===== config.mk =====
export PLATFORM = sky130hd
export DESIGN_NAME = task_loader
export DESIGN_NICKNAME = d
export VERILOG_FILES = /design/src/rtl/task_loader.sv
export SDC_FILE = /design/constraint.sdc
export NUM_CORES = 1
export LEC_CHECK = 0
export CAP_MARGIN = 15
export CELL_PAD_IN_SITES_DETAIL_PLACEMENT = 2
export CELL_PAD_IN_SITES_GLOBAL_PLACEMENT = 2
export CORE_MARGIN = 1
export CORE_UTILIZATION = 40
export CTS_CLUSTER_DIAMETER = 60
export CTS_CLUSTER_SIZE = 8
export DETAILED_ROUTE_END_ITERATION = 8
export PLACE_DENSITY = 0.83
export REMOVE_ABC_BUFFERS = 1
export SYNTH_ARGS = -nofsm -noshare
export SYNTH_HDL_FRONTEND = slang
export SYNTH_SLANG_ARGS = --single-unit

===== constraint.sdc =====
create_clock -name clk -period 4 [get_ports clk]
set_input_delay 1 -clock clk [delete_from_list [all_inputs] [get_ports clk]]
set_output_delay 1 -clock clk [all_outputs]
set_load 0.01 [all_outputs]

===== src/rtl/task_loader.sv =====
// task_loader: buffers arrival-stamped task records and releases each one to the scheduler when its arrival time is reached.
// Optional late/drop statistics counters are built only when TASK_LOADER_STATS_EN is defined.
module task_loader #(
    parameter int unsigned DEPTH = 8
) (
    input  logic        clk,
    input  logic        rst,
    input  logic        st,
    input  logic        in_valid,
    output logic        in_ready,
    input  logic [25:0] in_rec,
    output logic        inputtask,
    output logic [19:0] task_in,
    output logic        pending,
    output logic [7:0]  late_cnt,
    output logic [7:0]  drop_cnt
);
    localparam int unsigned AW = $clog2(DEPTH);
    localparam int unsigned CW = AW + 1;
    localparam int unsigned TW = 6;
    localparam int unsigned RW = 26;

    typedef enum logic {
        IDLE = 1'b0,
        RUN  = 1'b1
    } state_t;

    state_t state_q, state_d;

    logic [TW-1:0] timer_q;
    logic [RW-1:0] mem [DEPTH];
    logic [AW-1:0] wr_ptr_q, rd_ptr_q;
    logic [CW-1:0] count_q;
    logic [RW-1:0] head;
    logic          full, empty, push, pop, eligible, zero_burst;

    assign head     = mem[rd_ptr_q];
    assign full     = (count_q == CW'(DEPTH));
    assign empty    = (count_q == '0);
    assign in_ready = !full;
    assign pending  = !empty;
    assign push     = in_valid && !full;

    always_ff @(posedge clk) begin
        if (rst) state_q <= IDLE;
        else     state_q <= state_d;
    end

    // Next state plus the zero-latency release decision on the FIFO head.
    always_comb begin
        state_d    = state_q;
        eligible   = 1'b0;
        zero_burst = 1'b0;
        pop        = 1'b0;
        inputtask  = 1'b0;
        task_in    = '0;
        case (state_q)
            IDLE: begin
                if (st) state_d = RUN;
            end
            RUN: begin
                eligible   = !empty && (head[25:20] <= timer_q);
                zero_burst = (head[19:16] == 4'd0);
                pop        = eligible;
                inputtask  = eligible && !zero_burst;
                if (inputtask) task_in = head[19:0];
            end
            default: state_d = IDLE;
        endcase
    end

    // Timer reads 0 in the first RUN cycle, matching the scheduler's timer.
    always_ff @(posedge clk) begin
        if (rst || state_q == IDLE) timer_q <= '0;
        else                        timer_q <= timer_q + TW'(1);
    end

    always_ff @(posedge clk) begin
        if (rst) begin
            wr_ptr_q <= '0;
            rd_ptr_q <= '0;
            count_q  <= '0;
        end else begin
            if (push) wr_ptr_q <= wr_ptr_q + AW'(1);
            if (pop)  rd_ptr_q <= rd_ptr_q + AW'(1);
            count_q <= count_q + CW'(push) - CW'(pop);
        end
    end

    always_ff @(posedge clk) begin
        if (push) mem[wr_ptr_q] <= in_rec;
    end

`ifdef TASK_LOADER_STATS_EN
    logic [7:0] late_q, drop_q;
    logic       late_ev, drop_ev;

    assign late_ev = inputtask && (head[25:20] < timer_q);
    assign drop_ev = pop && zero_burst;

    // Saturating event counters, cleared by reset.
    always_ff @(posedge clk) begin
        if (rst) begin
            late_q <= '0;
            drop_q <= '0;
        end else begin
            if (late_ev && late_q != 8'hFF) late_q <= late_q + 8'd1;
            if (drop_ev && drop_q != 8'hFF) drop_q <= drop_q + 8'd1;
        end
    end

    assign late_cnt = late_q;
    assign drop_cnt = drop_q;
`else
    assign late_cnt = '0;
    assign drop_cnt = '0;
`endif

endmodule


==> flow_summary.json <==
{
  "routed_wl_mm": 26.0,
  "setup_slack_ns": -0.425,
  "p_leak_uw": 0.00381,
  "antennaDiodeCount": 0,
  "die_area_um2": 23700,
  "dominant_combinational_cell_family_by_area_after_synthesis": "multiplexers",
  "synth_seq_cells": 228,
  "die_width_um": 154,
  "layout.nets": 680,
  "grt_overflow": 0,
  "drc": 0,
  "synth_simple_gate_area_frac": 0.0637,
  "yosysWarnings": 0,
  "synth.avg_cell_area_um2": 17.5,
  "die_height_um": 154,
  "setup_violations": 21,
  "master_of_the_slowest_instance_on_the_critical_path": "sky130_fd_sc_hd__mux4_2",
  "start_util": 0.407,
  "post_synth_num_cell_types": 39,
  "grt_setup_unrepaired": "yes",
  "post_synth_xor_area_fraction": 0.00855,
  "path_clk_slew_ns": 0.05,
  "tritoncts": "done",
  "synth_edf_count": 208,
  "criticalPathCategory": "reg2out",
  "area_occupied_by_multi_input_gates_um2": 2640,
  "timing.critical_path.max_delay_family": "buffers and inverters",
  "synth_ff_type": "sky130_fd_sc_hd__edfxtp_1",
  "max_slew_margin": 0.618,
  "grtUsageTotal": 0.227,
  "synth_sequential_area_ratio": 0.721,
  "drt_pre_antenna_iters": 4,
  "layout.area.seq_um2": 6650,
  "worst_pin_slew_ns": 0.566,
  "max_fo_critical_path": 6,
  "crit_chain": "buf_8 -> mux4_2 -> nand2_1 -> nand2_1 -> ha_4 -> nand2_1 -> or2_4 -> o31ai_2 -> buf_4 -> o311ai_4 -> buf_12 -> buf_4 -> nor3_4 -> buf_2",
  "finish.instance_area_um2": 11500,
  "io_buffers": 52,
  "cts_max_level": 2,
  "place_area_um2": 10200,
  "number_of_rows_created_at_floorplan": 55,
  "drt-initial-drc-count": 312,
  "cts_buffer_depth": 3,
  "synth_mux_area_frac": 0.133,
  "clockRootBuffer": "sky130_fd_sc_hd__clkbuf_16",
  "failed_checks": "setup timing",
  "adder_cell_fraction_of_synth_area": 0.0212,
  "synth_async_sr_flop_share": 0,
  "fin_hold_ws_ns": 0.499,
  "end_kind": "output port",
  "period_utilization_post_route": 1.11,
  "postSynthCellCount": 526,
  "maxCapViolations": 0,
  "setup-tns-final_ns": -6.89,
  "syn2layout_area_growth_pct": 24.7,
  "dp_hpwl_mm": 15.1,
  "postRouteAntennaNets": 0,
  "design.portCount": 69,
  "number_of_global_route_vias_before_repair": 6042,
  "run_status": "complete, but fails checks",
  "startpoint_type": "register",
  "first_pass_grt_wire_length_mm": 38.7,
  "drive_gt1_frac": 0.308,
  "via_to_cell_ratio": 5.62,
  "hold_buffers": 0,
  "final.fill_count": 1981,
  "cts-buffers-inserted": 34,
  "final_max_slew_viol_count": 0,
  "clkSinkCount": 228,
  "compound_gate_portion_of_the_synthesized_area": 0.0227,
  "grt_antenna_before_repair": 0,
  "clk_latency_ns": 0.50,
  "grt_start_max_net_pins": 27,
  "hp-class": "reg2reg",
  "maxClockFrequency_ghz": 0.226,
  "vias": 5236,
  "crit_required_ns": 3.00,
  "cp.arrival_ns": 3.43,
  "power-per-cell-area_nw_per_um2": 562,
  "route.detailed.wl_per_inst_um": 27.9,
  "critPathMaxStageDelay_ns": 0.51,
  "ir_worst_vdd_uv": 351,
  "cp_common_cell": "sky130_fd_sc_hd__nand2_1",
  "finalWeightedCongestion": 0.741,
  "fin_skew_ns": 0.0148,
  "finalPower_uw": 6460,
  "path_buf_inv": 5,
  "syn-cell-area_um2": 9220,
  "final_period_minus_worst_setup_slack_ns": 4.43,
  "report.final.hold_viol_count": 0,
  "core_um2": 22600,
  "placement.setup.worst_slack_ns": -0.698
}
## layout make-up
| class | instances | area share |
|---|---|---|
| Sequential cell | 228 | 0.579 |
| Multi-Input combinational cell | 262 | 0.230 |
| Clock buffer | 45 | 0.0795 |
| Timing Repair Buffer | 94 | 0.0729 |
| Tap cell | 285 | 0.0310 |
| Inverter | 15 | 0.00490 |
| Clock inverter | 3 | 0.00327 |
## what timing repair did
action / CTS / global route
pin swaps: 20 / 2
endpoints found under the setup margin: 22 / 21
cloned: 0 / 0
gates resized for setup: 140 / 7
setup buffers: 12 / 2
## flip-flops by register name (all words and copies together), names as in the netlist, named ones only
| signal | cells |
|---|---|
| mem | 208 |
| timer_q | 6 |
| count_q | 4 |
| rd_ptr_q | 3 |
| wr_ptr_q | 3 |
| state_q | 1 |
## final timing paths
path	startpoint	slack [ns]	endpoint	depth (start not counted)
hold reg to reg	timer_q[0]	0.50	timer_q[0]	1
setup reg to reg	register	0.32	count_q[2]	18
setup / recovery	register	-0.43	task_in[15]	14
hold / removal	timer_q[0]	0.50	timer_q[0]	1
## routing by layer
layer  global-route usage  up-vias  routed length (µm)
met5                    0        -                   0
met4               0.0762        0                 629
met3               0.0411       47                1310
met2                0.401      175               13700
met1                0.281     2790               10300
li1                     -     2224                   -
## report_power, final
part	total, µW	switching (µW)	internal, µW
combinational	1040	576	461
clock	2590	1010	1580
sequential	2830	68.9	2770
## cells by family (layout without fill, tap and decap cells)
group           count (synthesis)  in the layout
compound gates                 30             30
xor+xnor                        9              9
fa+ha+maj                      15             15
buf+inv                        51            157
flops                         228            228
mux                            56             56
other cells                     1             16
simple gates                  136            136
## stage by stage
| stage | util | std cells |
|---|---|---|
| floorplan | - | 505 |
| global placement | 0.452 | 872 |
| detailed placement | 0.452 | 872 |
| CTS | 0.505 | 930 |
| global route | 0.508 | 932 |
| finish | 0.508 | 932 |
## synthesized netlist by cell type, types with 4 or more instances
master                     number  share of area
sky130_fd_sc_hd__edfxtp_1     208           0.68
sky130_fd_sc_hd__nor2_1        64          0.026
sky130_fd_sc_hd__mux4_2        53           0.13
sky130_fd_sc_hd__nand2_1       27          0.011
sky130_fd_sc_hd__nor3_1        27          0.015
sky130_fd_sc_hd__dfxtp_1       20          0.043
sky130_fd_sc_hd__buf_4         16          0.013
sky130_fd_sc_hd__inv_1         15         0.0061
sky130_fd_sc_hd__a21oi_1       14         0.0076
sky130_fd_sc_hd__ha_1          14          0.019
sky130_fd_sc_hd__clkbuf_1       8         0.0033
sky130_fd_sc_hd__buf_2          7         0.0038
sky130_fd_sc_hd__xnor2_1        7         0.0067
sky130_fd_sc_hd__nand3_1        5         0.0027
sky130_fd_sc_hd__nand2b_1       4         0.0027
## cells in the final DEF, fill, tap and decap left out, drive strengths merged, types with 15 or more instances in the layout
cell type	n
edfxtp	208
nor2	64
nor3	28
clkbuf	45
inv	15
nand2	27
clkdlybuf4s50	31
buf	62
conb	16
dfxtp	20
mux4	53
## worst reg2reg max path: stages (launching register included)
cell                      delay [ns]
sky130_fd_sc_hd__dfxtp_4        0.38
sky130_fd_sc_hd__buf_8          0.15
sky130_fd_sc_hd__mux4_2         0.51
sky130_fd_sc_hd__nand2_1        0.10
sky130_fd_sc_hd__nand2_1        0.15
sky130_fd_sc_hd__ha_4           0.33
sky130_fd_sc_hd__nand2_1        0.06
sky130_fd_sc_hd__or2_4          0.26
sky130_fd_sc_hd__o31ai_2        0.06
sky130_fd_sc_hd__buf_4          0.16
sky130_fd_sc_hd__buf_4          0.13
sky130_fd_sc_hd__nand2_2        0.09
sky130_fd_sc_hd__buf_6          0.15
sky130_fd_sc_hd__xnor2_1        0.14
sky130_fd_sc_hd__ha_1           0.20
sky130_fd_sc_hd__inv_1          0.06
sky130_fd_sc_hd__fa_1           0.42
sky130_fd_sc_hd__xor2_1         0.16
sky130_fd_sc_hd__nor2_1         0.05
Power figures use the tool's default switching activity.
